## src/rtl/fetch_ctrl_if.sv

```systemverilog
// Fetch stage bundle: ID-side redirect/hold controls, the instruction memory
// port and the IF/ID pipeline register outputs.
interface fetch_ctrl_if;
  logic        stall;
  logic        branch_taken;
  logic [31:0] branch_target;
  logic        jump;
  logic [31:0] jump_target;
  logic [31:0] instr_in;
  logic [31:0] imem_addr;
  logic [31:0] pc;
  logic [31:0] if_id_instr;
  logic [31:0] if_id_pc4;
  logic        if_id_valid;
  logic        halted;

  // fetch unit side
  modport master (
    input  stall, branch_taken, branch_target, jump, jump_target, instr_in,
    output imem_addr, pc, if_id_instr, if_id_pc4, if_id_valid, halted
  );

  // pipeline / memory side
  modport slave (
    output stall, branch_taken, branch_target, jump, jump_target, instr_in,
    input  imem_addr, pc, if_id_instr, if_id_pc4, if_id_valid, halted
  );
endinterface

```

## src/rtl/fetch_ctrl.sv

```systemverilog
// Instruction fetch controller: PC register, redirect/stall priority,
// IF/ID pipeline register and a sticky halt once the PC leaves memory.
module fetch_ctrl #(
  parameter int          MEM_WORDS = 32,
  parameter logic [31:0] RESET_PC  = 32'h0000_0000
) (
  input  logic          clk,
  input  logic          rst_n,
  fetch_ctrl_if.master  bus
);

  localparam logic [32:0] MEM_BYTES = 33'(MEM_WORDS) << 2;

  typedef enum logic [1:0] {START, RUN, HALT} state_t;

  typedef struct packed {
    logic [31:0] instr;
    logic [31:0] pc4;
    logic        valid;
  } ifid_t;

  state_t      state_q, state_d;
  logic [31:0] pc_q, pc_d, pc4;
  ifid_t       ifid_q, ifid_d;
  logic        halted_q, halted_d;
  logic        in_range;

  assign pc4      = pc_q + 32'd4;
  assign in_range = {1'b0, pc_q} < MEM_BYTES;

  // State, PC, IF/ID and halt flag registers
  always_ff @(posedge clk or negedge rst_n) begin
    if (!rst_n) begin
      state_q  <= START;
      pc_q     <= RESET_PC;
      ifid_q   <= '0;
      halted_q <= 1'b0;
    end else begin
      state_q  <= state_d;
      pc_q     <= pc_d;
      ifid_q   <= ifid_d;
      halted_q <= halted_d;
    end
  end

  // Next-state, next-PC and IF/ID load: redirect > stall > range halt > fetch
  always_comb begin
    state_d = state_q;
    pc_d    = pc_q;
    ifid_d  = ifid_q;
    unique case (state_q)
      START: begin
        ifid_d  = '0;
        state_d = RUN;
      end
      RUN: begin
        if (bus.branch_taken) begin
          pc_d   = {bus.branch_target[31:2], 2'b00};
          ifid_d = '0;
        end else if (bus.jump) begin
          pc_d   = {bus.jump_target[31:2], 2'b00};
          ifid_d = '0;
        end else if (bus.stall) begin
          // hold PC and IF/ID
        end else if (!in_range) begin
          ifid_d  = '0;
          state_d = HALT;
        end else begin
          ifid_d = '{instr: bus.instr_in, pc4: pc4, valid: 1'b1};
          pc_d   = pc4;
        end
      end
      HALT: begin
        ifid_d = '0;
      end
      default: begin
        ifid_d  = '0;
        state_d = START;
      end
    endcase
    halted_d = (state_d == HALT);
  end

  assign bus.pc          = pc_q;
  assign bus.imem_addr   = pc_q;
  assign bus.if_id_instr = ifid_q.instr;
  assign bus.if_id_pc4   = ifid_q.pc4;
  assign bus.if_id_valid = ifid_q.valid;
  assign bus.halted      = halted_q;

endmodule

```

## src/flat_wrapper.sv

```systemverilog
// flat-port wrapper written by rule: the top's interface ports become plain ports
module fetch_ctrl_flat 
#(
  parameter int          MEM_WORDS = 32,
  parameter logic [31:0] RESET_PC  = 32'h0000_0000
)
  (clk, rst_n, bus_stall, bus_branch_taken, bus_branch_target, bus_jump, bus_jump_target, bus_instr_in, bus_imem_addr, bus_pc, bus_if_id_instr, bus_if_id_pc4, bus_if_id_valid, bus_halted);
  fetch_ctrl_if bus_i ();
  input  logic clk;
  input  logic rst_n;
  input wire logic [$bits(bus_i.stall)-1:0] bus_stall;
  input wire logic [$bits(bus_i.branch_taken)-1:0] bus_branch_taken;
  input wire logic [$bits(bus_i.branch_target)-1:0] bus_branch_target;
  input wire logic [$bits(bus_i.jump)-1:0] bus_jump;
  input wire logic [$bits(bus_i.jump_target)-1:0] bus_jump_target;
  input wire logic [$bits(bus_i.instr_in)-1:0] bus_instr_in;
  output wire logic [$bits(bus_i.imem_addr)-1:0] bus_imem_addr;
  output wire logic [$bits(bus_i.pc)-1:0] bus_pc;
  output wire logic [$bits(bus_i.if_id_instr)-1:0] bus_if_id_instr;
  output wire logic [$bits(bus_i.if_id_pc4)-1:0] bus_if_id_pc4;
  output wire logic [$bits(bus_i.if_id_valid)-1:0] bus_if_id_valid;
  output wire logic [$bits(bus_i.halted)-1:0] bus_halted;
  assign bus_i.stall = bus_stall;
  assign bus_i.branch_taken = bus_branch_taken;
  assign bus_i.branch_target = bus_branch_target;
  assign bus_i.jump = bus_jump;
  assign bus_i.jump_target = bus_jump_target;
  assign bus_i.instr_in = bus_instr_in;
  assign bus_imem_addr = bus_i.imem_addr;
  assign bus_pc = bus_i.pc;
  assign bus_if_id_instr = bus_i.if_id_instr;
  assign bus_if_id_pc4 = bus_i.if_id_pc4;
  assign bus_if_id_valid = bus_i.if_id_valid;
  assign bus_halted = bus_i.halted;
  fetch_ctrl #(.MEM_WORDS(MEM_WORDS), .RESET_PC(RESET_PC)) u_core (.clk(clk), .rst_n(rst_n), .bus(bus_i));
endmodule
```

## config.mk

```make
export PLATFORM = sky130hd
export DESIGN_NAME = fetch_ctrl_flat
export DESIGN_NICKNAME = d
export VERILOG_FILES = /design/src/rtl/fetch_ctrl_if.sv /design/src/rtl/fetch_ctrl.sv /design/src/flat_wrapper.sv
export SDC_FILE = /design/constraint.sdc
export NUM_CORES = 1
export LEC_CHECK = 0
export CAP_MARGIN = 10
export CORE_MARGIN = 4
export CORE_UTILIZATION = 35
export CTS_CLUSTER_DIAMETER = 200
export DETAILED_ROUTE_END_ITERATION = 6
export PLACE_DENSITY = 0.69
export SETUP_SLACK_MARGIN = 0.4
export SLEW_MARGIN = 5
export SYNTH_ARGS = -nofsm -noshare
export SYNTH_HDL_FRONTEND = slang
export SYNTH_SLANG_ARGS = --single-unit
```

## constraint.sdc

```tcl
create_clock -name clk -period 4 [get_ports clk]
set_input_delay 0.4 -clock clk [delete_from_list [all_inputs] [get_ports clk]]
set_output_delay 0.4 -clock clk [all_outputs]
set_load 0.01 [all_outputs]
```

==> impl_metrics.toml <==
[power]
power.clock.fraction_pct = 29.5
power_switching_w = 0.000915
sw_frac_of_total_pct = 31.4
p_leak_nw = 3.02
combinational_share_of_power_pct = 27.5
seq_power_share_pct = 43.0
cell_internal_pwr_w = 0.00200
worst_ir_drop_vdd_mv = 0.199
power_density_nw_per_um2 = 393

[synthesis]
synth_seq_area_share_pct = 47.6
cell_taking_the_most_area_after_synthesis = "dfrtp_1"
ys_async_sr_fraction_pct = 100
synth_seq_cells = 97
synth_compound_gate_area_share_pct = 21.9
synth.area.mux_share_pct = 1.01
synth_cell_types = 62
synthesis.area_per_instance_um2 = 9.89
post_synth_fa_ha_maj_area_fraction_pct = 0.245
yosys_warn_count = 0
synthesis.instances = 516
post_synth_and_or_nand_nor_area_fraction_pct = 16.7
main_combinational_cell_family_by_area_after_synthesis = "compound AO/OA/AOI/OAI gates"
netlist_area_um2 = 5100
ys_dominant_reg_cell = "dfrtp_1"
synth_xor_area_share_pct = 2.06
synthTopCellsByArea = "dfrtp_1 48%, a22o_1 6.7%, buf_4 5.4%"
synth_top_cell_area_share_pct = 47.6
synth-edff-count = 0

[place]
half_perimeter_wire_length_after_detailed_placement_mm = 12.4
routabilityCongestion = 0.847
numPortBuffers = 222
dpl_cells = 849
place_area_um2 = 7120

[route]
tritonroute_pass_1_iters = 5
drt_drc_violations_left = 0
route.final.wire_length_mm = 16.9
detailroute.via_count = 4754
detailedRoute.firstIterationViolations = 405
vias_per_cell = 5.50
wl_per_cell_um = 19.5
detail-route-antenna-nets = 0

[timing]
final.hold.worst_slack_ns = 0.169
timing.max_slew.rel_slack_pct = 25.7
clock.fmax_ghz = 0.365
timing.final.setup_violations = 0
final-max-slew-violation-count = 0
min_period_over_period_pct = 68.5
fin_tns_setup_ns = 0
report.final.hold_viol_count = 0
grt_setup_unrepaired = "no"
finalCriticalPeriod_ns = 2.74
max_slew.worst_pin.slew_ns = 1.11
fin_worst_skew_ns = 0.00653

[cts]
clock_path_buffers = 2
clockRootBuffer = "clkbuf_16"
cts_buffers = 9
holdBufCountCts = 0
clk-insertion-delay-late_ns = 0.33
number_of_levels_the_h_tree_was_split_into = 3
cts_resized = 0
clk_pin_slew_worst_paths_ns = 0.07
clock_sink_count = 97
cts_setup_buffers = 0
tritoncts = "yes"

[critical_path]
crit_fanout = 33
timing.reg2reg.worst_path_depth = 6
timing_worst_setup_path_type = "reg -> reg"
crit-reg2reg-capture = "u_core.bus.imem_addr[23]"
timing.rr.start = "u_core.bus.imem_addr[7]"
reg2reg_slack_ns = 1.26
worst-endpoint-arrival_ns = 2.99
start_kind = "flip-flop"
crit_path_end_kind = "flip-flop"
worstPathRequired_ns = 4.25

[global_route]
first_global_vias = 4843
aggregate_global_route_resource_usage_pct = 19.9
grt_overflow = 0
number_of_antenna_violations_at_the_first_check_in_global_routing = 0
grt_start_max_net_pins = 71
grt_pass1_wl_mm = 26.2

[cells_and_area]
layout_common_cells = "221 x clkdlybuf4s50_1, 97 x dfrtp_1, 42 x nand2_1, 39 x a22o_1, 30 x nor2_1"
mostFrequentLayoutCell = "clkdlybuf4s50_1"
final_layout_size_suffix_gt1_share_pct = 5.12
nFillCells = 1265
final_design_area_excluding_fillers_um2 = 7410
synthToLayoutAreaGrowth_pct = 45.3
layout.nets = 782
final-instance-count-excl-fill = 864
antennaDiodeCount = 0

[floorplanning]
floorplan.rows = 43
die_width_um = 129
pin_count = 231
height_of_the_die_um = 129
core_area_um2 = 14100
dieArea_um2 = 16600
initial_core_utilization_pct = 36.2

[status]
outcome = "finished, final reports clean"

[run]
cap_violations = 0

[min_path]
hold_path.class = "in -> async"
-- metal layers --
metal / vias up / wire (µm) / track usage (%)
met5: - / 0 / 0
met4: 0 / 419 / 6.73
met3: 36 / 1630 / 4.77
met2: 282 / 7500 / 31.0
met1: 2262 / 7340 / 27.3
li1: 2174 / - / -
-- layout make-up --
class / instances / area, µm² / share of cell area (%)
inverters: 7 / 26.3 / 0.354
repair buffers: 228 / 2260 / 30.5
flip-flops and latches: 97 / 2430 / 32.7
well taps: 180 / 225 / 3.04
clock inverters: 4 / 53.8 / 0.726
clock buffers: 11 / 243 / 3.27
multi-input cells: 337 / 2170 / 29.3
-- synthesized netlist by cell type (2+ instances only) --
master	instances
o211ai_1	8
a31o_2	3
clkbuf_2	3
xor2_1	7
a211oi_2	2
buf_2	6
o21a_1	16
a41oi_1	2
and3_1	6
and4_1	3
or3_1	4
mux2i_1	4
xnor2_1	5
o221ai_1	2
o41ai_1	2
a21boi_0	4
a211oi_1	2
buf_6	4
clkbuf_1	24
clkinv_1	2
o31ai_1	3
o22ai_1	3
inv_1	5
clkbuf_4	2
nand3_1	12
o211a_1	2
or4_1	2
a311oi_1	4
nand4_1	11
a21oi_1	13
nand2_1	42
o21ai_0	20
nor4_1	12
nor2_1	31
a22o_1	39
and2_1	27
a31oi_1	14
nor3_1	7
buf_4	37
o2bb2ai_1	3
dfrtp_1	97
-- how the worst max path moves through the flow --
stage	cells past startpoint	from	end	slack (ns)
after floorplan	7	u_core.bus.imem_addr[8]	u_core.bus.imem_addr[31]	1.77
after global placement	5	bus_branch_taken	u_core.bus.imem_addr[19]	1.04
after detailed placement	5	bus_branch_taken	u_core.bus.imem_addr[19]	0.94
after CTS	5	bus_branch_taken	u_core.bus.imem_addr[19]	1.30
after global routing	5	bus_branch_taken	u_core.bus.imem_addr[17]	1.11
final	6	u_core.bus.imem_addr[7]	u_core.bus.imem_addr[23]	1.26
-- registers in the layout (all words and copies together) (netlist names) --
signal	cells
u_core.state_q	2
u_core.bus.if_id_valid	1
u_core.bus.if_id_instr	32
u_core.bus.if_id_pc4	31
u_core.bus.halted	1
u_core.bus.imem_addr	30
-- metrics by stage --
| stage | total power (W) | setup WS [ns] | utilization [%] |
|---|---|---|---|
| global route | 0.00306 | 1.11 | 52.6 |
| floorplan | 0.00167 | 1.77 | - |
| global placement | 0.00205 | 1.04 | 50.5 |
| finish | 0.00291 | 1.26 | 52.6 |
| CTS | 0.00294 | 1.30 | 52.6 |
| detailed placement | 0.00207 | 0.941 | 50.5 |
-- power by group through the flow --
| stage | clock [W] | combinational (W) | sequential (W) |
|---|---|---|---|
| 2_1_floorplan | 0 | 0.000472 | 0.00120 |
| 3_3_place_gp | 0 | 0.000796 | 0.00126 |
| 3_5_place_dp | 0 | 0.000802 | 0.00127 |
| 4_1_cts | 0.000881 | 0.000807 | 0.00125 |
| 5_1_grt | 0.000926 | 0.000866 | 0.00127 |
| 6_report | 0.000858 | 0.000801 | 0.00125 |
-- logic make-up after synthesis --
family / after synthesis
flops: 97
fa+ha+maj: 1
compound gates: 150
xor+xnor: 12
mux: 5
other cells: 1
simple gates: 165
buf+inv: 85
-- critical path, cell delays in order, from the launching register on --
cell and delay, ns:
dfrtp_1 0.56, nor4_1 0.42, nand4_1 0.21, o21ai_4 0.68
buf_4 0.42, o21ai_0 0.17, a32oi_1 0.18
(Power assumes the default switching activity.)
